--- config.mk ---
export PLATFORM = sky130hd
export DESIGN_NAME = jk_mod_counter
export DESIGN_NICKNAME = d
export VERILOG_FILES = /design/src/rtl/jk_pkg.sv /design/src/rtl/jk_ff.sv /design/src/rtl/jk_mod_counter.sv
export SDC_FILE = /design/constraint.sdc
export NUM_CORES = 1
export LEC_CHECK = 0
export ABC_CLOCK_PERIOD_IN_PS = 2200
export CORE_ASPECT_RATIO = 1.2
export CORE_UTILIZATION = 24
export CTS_CLUSTER_SIZE = 10
export DETAILED_ROUTE_END_ITERATION = 12
export SYNTH_ARGS = -nofsm -noshare
export SYNTH_HDL_FRONTEND = slang
export SYNTH_SLANG_ARGS = --single-unit
export TNS_END_PERCENT = 20
--- constraint.sdc ---
create_clock -name clk -period 2.2 [get_ports clk]
set_input_delay 0.33 -clock clk [delete_from_list [all_inputs] [get_ports clk]]
set_output_delay 0.33 -clock clk [all_outputs]
set_load 0.005 [all_outputs]
--- src/rtl/jk_pkg.sv ---
// Shared types and helpers for the JK-flip-flop based counters.
// The JK command encoding is {J,K}, so a command value can be split
// straight onto the J and K pins of a cell.
package jk_pkg;

  // JK input pair as seen by a cell: {J,K}
  typedef enum logic [1:0] {
    HOLD = 2'b00,
    RST  = 2'b01,
    SET  = 2'b10,
    TGL  = 2'b11
  } jk_cmd_t;

  // Excitation needed to move one cell from q_bit to n_bit.
  // Only HOLD, RST and SET are ever produced; a 1->1 or 0->0 transition
  // holds rather than toggling twice, so TGL never reaches the cells.
  function automatic jk_cmd_t jk_excite(input logic q_bit, input logic n_bit);
    jk_cmd_t cmd;
    unique case ({q_bit, n_bit})
      2'b01:   cmd = SET;
      2'b10:   cmd = RST;
      default: cmd = HOLD;
    endcase
    return cmd;
  endfunction

endpackage

--- src/rtl/jk_ff.sv ---
// Single rising-edge JK flip-flop with asynchronous active-high reset.
// Implements the full JK characteristic, including toggle on J=K=1.
module jk_ff
  import jk_pkg::*;
(
  input  logic clk,
  input  logic rst,
  input  logic j,
  input  logic k,
  output logic q
);

  jk_cmd_t cmd;

  assign cmd = jk_cmd_t'({j, k});

  // JK characteristic: hold, clear, set or toggle on the rising edge
  always_ff @(posedge clk or posedge rst) begin
    if (rst) begin
      q <= 1'b0;
    end else begin
      unique case (cmd)
        HOLD: q <= q;
        RST:  q <= 1'b0;
        SET:  q <= 1'b1;
        TGL:  q <= ~q;
      endcase
    end
  end

endmodule

--- src/rtl/jk_mod_counter.sv ---
// Modulo-MODULUS up/down counter whose state lives in WIDTH JK cells.
// The next count is decoded here, turned into per-bit J/K excitation and
// applied to the cells; the excitation vectors are exported for checking.
module jk_mod_counter
  import jk_pkg::*;
#(
  parameter int WIDTH   = 4,
  parameter int MODULUS = 10
) (
  input  logic             clk,
  input  logic             rst,
  input  logic             en,
  input  logic             up,
  input  logic             load,
  input  logic [WIDTH-1:0] din,
  output logic [WIDTH-1:0] q,
  output logic             tc,
  output logic             wrapped,
  output logic [WIDTH-1:0] j_vec,
  output logic [WIDTH-1:0] k_vec
);

  // Largest legal count, and the modulus held one bit wider so that
  // MODULUS == 2**WIDTH still compares correctly.
  localparam logic [WIDTH-1:0] MAX_VAL = WIDTH'(MODULUS - 1);
  localparam logic [WIDTH:0]   MOD_EXT = (WIDTH + 1)'(MODULUS);

  generate
    if (MODULUS < 2 || MODULUS > (1 << WIDTH)) begin : g_bad_modulus
      $error("jk_mod_counter: MODULUS must lie in 2..2**WIDTH");
    end
  endgenerate

  logic             at_max;
  logic             at_zero;
  logic             illegal;
  logic [WIDTH-1:0] din_sat;
  logic [WIDTH-1:0] n;

  // Decode the count boundaries and the saturated load value
  always_comb begin
    at_max  = (q == MAX_VAL);
    at_zero = (q == '0);
    illegal = ({1'b0, q} >= MOD_EXT);
    din_sat = ({1'b0, din} >= MOD_EXT) ? MAX_VAL : din;
  end

  // Next count: load beats enable; wraps are decoded before the add or
  // subtract so the arithmetic never overflows. An out-of-range count
  // (only reachable by forcing) recovers to zero on any step.
  always_comb begin
    n = q;
    if (load) begin
      n = din_sat;
    end else if (en) begin
      if (illegal) begin
        n = '0;
      end else if (up) begin
        n = at_max ? '0 : q + WIDTH'(1);
      end else begin
        n = at_zero ? MAX_VAL : q - WIDTH'(1);
      end
    end
  end

  // Terminal count: an enabled, unloaded step is about to wrap
  always_comb begin
    tc = en & ~load & ((up & at_max) | (~up & at_zero));
  end

  // One JK cell per state bit, driven by the excitation for q -> n
  generate
    for (genvar gi = 0; gi < WIDTH; gi++) begin : g_cell
      jk_cmd_t cmd;

      assign cmd       = jk_excite(q[gi], n[gi]);
      assign j_vec[gi] = cmd[1];
      assign k_vec[gi] = cmd[0];

      jk_ff u_ff (
        .clk (clk),
        .rst (rst),
        .j   (j_vec[gi]),
        .k   (k_vec[gi]),
        .q   (q[gi])
      );
    end
  endgenerate

  // Sticky wrap flag: set on a wrapping edge, cleared by load or reset
  always_ff @(posedge clk or posedge rst) begin
    if (rst) begin
      wrapped <= 1'b0;
    end else if (load) begin
      wrapped <= 1'b0;
    end else if (tc) begin
      wrapped <= 1'b1;
    end
  end

endmodule

After elaboration in Yosys (flattened, before gate mapping)
Cells that the tools add are included.
Word-level totals
  register bits: 5
  bits of input ports: 9
Cells by class
  $add $sub $neg: 2
  order comparisons: 2
  equal/unequal tests: 21
  muxes and demuxes: 17
  bitwise logic cells: 11
  reductions and logical operators: 6
Operators by type and width (number)
  $mux W4: 7
  $eq A2 B2 Y1 const B: 12
  $eq A2 B1 Y1 const B: 8
  $pmux W2 S2: 4
  $pmux W1 S3: 4
  $ge A4 B4 Y1 const B: 2
  $logic_not A2 Y1: 4
  $not A1 Y1: 6
  $add A4 B1 Y4 const B: 1
  $and A1 B1 Y1: 4
  $eq A4 B4 Y1 const B: 1
  $logic_not A4 Y1: 1
  $sub A4 B1 Y4 const B: 1
  $mux W1: 2
  $reduce_bool A2 Y1: 1
  $or A1 B1 Y1: 1

Depth between registers and ports, before layout
  word-level depth: 10
  depth in mapped cells: 8
  gate-level depth less buffers: 8

Hierarchy
From an unflattened synthesis, not the netlist that was laid out.
Second synthesis, totals
  cells, all modules: 73
  area, all modules: 528.0 um^2
By module, submodules not included
  jk_mod_counter: instances 1, cells an instance 57, area an instance 377.9 um^2
  jk_ff: instances 4, cells an instance 4, area an instance 37.5 um^2

Worst setup path after synthesis
OpenSTA, ideal clock, no wires.
  path kind: reg2out
  start: reg g_cell[1].u_ff.q
  end: out k_vec[0]
  data arrival time: 1.990 ns
  required time: 1.870 ns
  slack: -0.120 ns
  cell stages (with the launch flop): 9
  path buffers: 1
  cell sequence: dfrtp_1 -> inv_1 -> ha_1 -> a2111oi_2 -> o21ai_2 -> a21o_2 -> a32o_1 -> ha_1 -> buf_4
Between the ends
  word-level cells in the longest chain between the ends: 8
Ends and longest elaborated chain
  start: declaration: RTL line jk_ff.sv:10  | output logic q
  start signal: assignment: RTL line jk_ff.sv:23  | HOLD: q <= q;
  start signal: assignment: RTL line jk_ff.sv:26  | TGL: q <= ~q;
  $eq A4 B4 Y1 / $logic_not A4 Y1 (equally long branches): RTL line jk_mod_counter.sv:42, jk_mod_counter.sv:43
  $mux W4, on equally long branches: RTL line jk_mod_counter.sv:59, jk_mod_counter.sv:61
  $mux W4: RTL line jk_mod_counter.sv:58  | end else if (up) begin
  $mux W4 *: RTL line jk_mod_counter.sv:56  | if (illegal) begin
  $mux W4 *: RTL line jk_mod_counter.sv:55  | end else if (en) begin
  $mux W4 *: RTL line jk_mod_counter.sv:53  | if (load) begin
  $eq A2 B2 Y1 / $eq A2 B1 Y1 (equally long branches): RTL line jk_pkg.sv:19  | unique case ({q_bit, n_bit})
  $pmux W2 S2 *: RTL line jk_pkg.sv:19
  end: declaration: RTL line jk_mod_counter.sv:20  | output logic [WIDTH-1:0] k_vec
Mark *: on every way between the ends. The rest lies on a longest branch, timed or not.

Final worst setup path
  start: reg g_cell[0].u_ff.q
  end: out j_vec[2]
Between the ends
  word-level cells in the longest chain between the ends: 8
Ends and longest elaborated chain
  start: declaration: RTL line jk_ff.sv:10
  start signal: assignment: RTL line jk_ff.sv:23
  start signal: assignment: RTL line jk_ff.sv:26
  $sub A4 B1 Y4, or another cell as far along: RTL line jk_mod_counter.sv:61  | n = at_zero ? MAX_VAL : q - WIDTH'(1);
  $mux W4, on equally long branches: RTL line jk_mod_counter.sv:61, jk_mod_counter.sv:59
  $mux W4: RTL line jk_mod_counter.sv:58
  $mux W4 *: RTL line jk_mod_counter.sv:56
  $mux W4 *: RTL line jk_mod_counter.sv:55
  $mux W4 *: RTL line jk_mod_counter.sv:53
  $eq A2 B2 Y1 / $eq A2 B1 Y1 (equally long branches): RTL line jk_pkg.sv:19
  $pmux W2 S2 *: RTL line jk_pkg.sv:19
  end: declaration: RTL line jk_mod_counter.sv:19  | output logic [WIDTH-1:0] j_vec,
Marks and branches as above.

==> impl_summary.txt <==
----------------------------------------------------
[Outcome]
  Status ... complete, but fails checks
  Violations in the final reports ... negative setup slack

[Timing]
  Peak Freq ... 398 MHz
  Transition at the pin with the smallest max-transition slack ... 0.431 ns
  Final clock period utilization by the worst path ... 114%
  Final hold violation count ... 0
  Post-route clock skew ... 0.00232 ns
  Final count of pins violating max slew ... 0
  Final number of setup-violating endpoints ... 13
  Time the worst path needs with I/O delays and setup ... 2.51 ns
  Worst rel slew slack ... 71.0%
  RSZ-0062 raised after global routing ... yes
  Fin Hold WS ... 0.302 ns
  Setup WS post-layout ... -0.313 ns

[Clock network]
  TritonCTS Buffers ... 3
  Number of buffers inserted for hold repair after clock tree synthesis ... 0
  CTS H-tree lvls ... 1
  Clock-pin slew reported for the worst setup and hold paths after clock tree synthesis ... 0.04 ns
  Cell chosen for the clock root ... sky130_fd_sc_hd__clkbuf_4
  Clock insertion delay at the later pin of the skew report ... 0.24 ns
  Clock sink count ... 5
  CTS tree ... done
  Number of buffers between clock root and the deepest sink ... 2

[Placement]
  Worst setup slack after placement ... -0.645 ns
  Number of placed cells counting well taps ... 152
  Count of port buffers added during placement ... 22
  RD Place Congestion ... 0.815
  Instance area at placement ... 0.00109 mm^2
  DP Wirelength ... 1540 um

[Floorplanning]
  Die Footprint ... 0.00343 mm^2
  Initial Util ... 25.1%
  IO Count ... 23
  Die outline height ... 63.9 um
  Core box area ... 0.00306 mm^2
  Number of cell rows ... 22
  DIE WIDTH ... 53.6 um

[Critical path]
  CP Cell Sequence ... buf_4, ha_1, mux2_4, a221oi_2, buf_4, o31a_1, ha_2, buf_6
  Largest stage delay on the critical path ... 0.43 ns
  Critical path launch point type ... flop
  Category of the critical setup timing path ... flop to output pin
  Slowest stage cell on the critical path ... sky130_fd_sc_hd__dfrtp_2
  CP arrival ... 2.18 ns
  CP max FO ... 5
  CP endpoint kind ... output pin
  Flop2flop setup slack ... -0.14 ns
  Buffers plus inverters on the worst setup path ... 3
  Critical Path RT ... 1.87 ns
  Most repeated library cell on the critical path ... sky130_fd_sc_hd__buf_4
  Family of cells with the greatest summed delay on the critical path ... flip-flops

[Power]
  Standby leakage power ... 0.560 nW
  IR drop worst, VDD ... 496 uV
  Power density cells ... 1110 mW/mm^2

[Yosys]
  Number of nets in the synthesized netlist ... 107
  Commonest register cell after synthesis ... sky130_fd_sc_hd__dfrtp_1
  Number of flops mapped to enable cells by yosys ... 0
  Number of distinct library cells after synthesis ... 31
  Share of flip-flops with an asynchronous set or reset after synthesis ... 100%
  Flop and latch count out of synthesis ... 5
  Share of the yosys chip area belonging to registers ... 16.3%
  YS warnings ... 0
  Post-Synthesis Cells ... 86
  Average cell area after synthesis ... 8.92 um^2
  Netlist area before placement ... 767 um^2

[Global route]
  Total global-route track usage ... 13.4%
  Antenna violations before repair ... 0
  GRT Residual Overflow ... 0
  Vias in the first global route ... 798
  Maximum number of pins on one net before global-route repair ... 14
  Global-route wire length before repair ... 3470 um

[Finish]
  Antenna diode count ... 0
  Filler instances ... 306
  Fraction of final layout cells sized beyond drive strength 1 ... 57.9%
  Area growth, synth to finish ... 65.9%
  Non-Filler Instances ... 162
  Fin area ... 0.00127 mm^2
  Number of nets in the finished design ... 148

[Flow run]
  Max Cap Viol ... 0

[Route]
  First-pass DRT Iterations ... 4
  Via Count ... 754
  Per-cell routed wire length ... 12.7 um
  1st-iter DRT viols ... 13
  Total DRC errors in the routed layout ... 0
  Detailed-route vias per instance ... 4.65
  Routed WL ... 2060 um
  Post-route ant nets ... 0

[Worst hold path]
  Tightest Hold Check Type ... primary input to async pin

----------------------------------------------------
[path summary, 6_finish.rpt]
| check | start | to | depth (start not counted) |
|---|---|---|---|
| max | g_cell[0].u_ff.q$_DFFE_PP0P_ | j_vec[2] | 8 |
| min | rst | g_cell[3].u_ff.q$_DFFE_PP0P_ | 2 |
| max reg2reg | g_cell[0].u_ff.q$_DFFE_PP0P_ | g_cell[2].u_ff.q$_DFFE_PP0P_ | 8 |
| min reg2reg | wrapped$_DFFE_PP0P_ | wrapped$_DFFE_PP0P_ | 2 |
| max in group asynchronous | rst | g_cell[0].u_ff.q$_DFFE_PP0P_ | 2 |
| min in group clk | wrapped$_DFFE_PP0P_ | wrapped$_DFFE_PP0P_ | 2 |
[Yosys cell counts, drive strengths merged, types with 2 or more instances]
cell	n	area (um^2)
ha	12	150
nor2	5	18.8
a31o	2	17.5
inv	9	33.8
o31a	2	17.5
clkbuf	2	17.5
buf	13	97.6
mux2	5	60.1
o31ai	2	15.0
nand2	2	7.51
dfrtp	5	125
a21oi	5	25.0
o21ai	7	38.8
[layout make-up]
| class | instances | area, um^2 | share of cell area (%) |
|---|---|---|---|
| multi-input cells | 57 | 609 | 47.9 |
| repair buffers | 51 | 430 | 33.8 |
| flip-flops and latches | 5 | 128 | 10.0 |
| well taps | 36 | 45.0 | 3.54 |
| inverters | 9 | 33.8 | 2.65 |
| clock buffers | 4 | 26.3 | 2.06 |
[logic make-up after synthesis]
kind of cell	after synthesis	share of synthesized area (%)
multiplexers	5	7.83
buffers and inverters	24	19.4
AO/OA/AOI/OAI	28	28.1
adder cells (fa/ha/maj)	12	19.6
AND/OR/NAND/NOR	12	8.81
flip-flops	5	16.3
[layer usage]
metal / vias up / wire, um / global-route usage (%)
met3: 2 / 62 / 1.19
met4: 0 / 20 / 6.58
met2: 14 / 1120 / 22.5
met5: - / 0 / 0
met1: 361 / 853 / 16.5
li1: 377 / - / -
[through the flow]
step	setup TNS, ns	util, %	power [W]
2_1_floorplan	-0.00149	-	0.000754
3_3_place_gp	-5.56	35.7	0.00109
3_5_place_dp	-6.18	35.7	0.00111
4_1_cts	-3.23	39.8	0.00134
5_1_grt	-3.56	41.6	0.00153
6_report	-2.60	41.6	0.00141
[placed cells by master (no fill, tap or decap), drive strengths merged, types with 2 or more instances in the layout]
cell type      count
nand2              2
clkdlybuf4s50     13
o21ai              7
buf               36
clkbuf             4
mux2               5
o31a               2
nor2               5
a31o               2
ha                12
o31ai              2
inv                9
a21oi              5
dfrtp              5
[report_power, final]
group,internal (W),switching [W]
combinational,0.000654,0.000468
sequential,0.000134,0.0000493
clock,0.0000684,0.0000353
total,0.000857,0.000553
[flip-flops by register name, summed over array words and instances, names as in the netlist]
signal / flops
g_cell.u_ff.q: 4
wrapped: 1
[what timing repair did]
action | 4_1_cts | 5_1_grt
pin swaps | 15 | 11
resized for setup | 51 | 11
buffers inserted | 4 | 2
endpoints found under the hold margin | 0 | 0
setup endpoints to repair | 13 | 13
No activity file was read; power rests on OpenSTA's default activity.
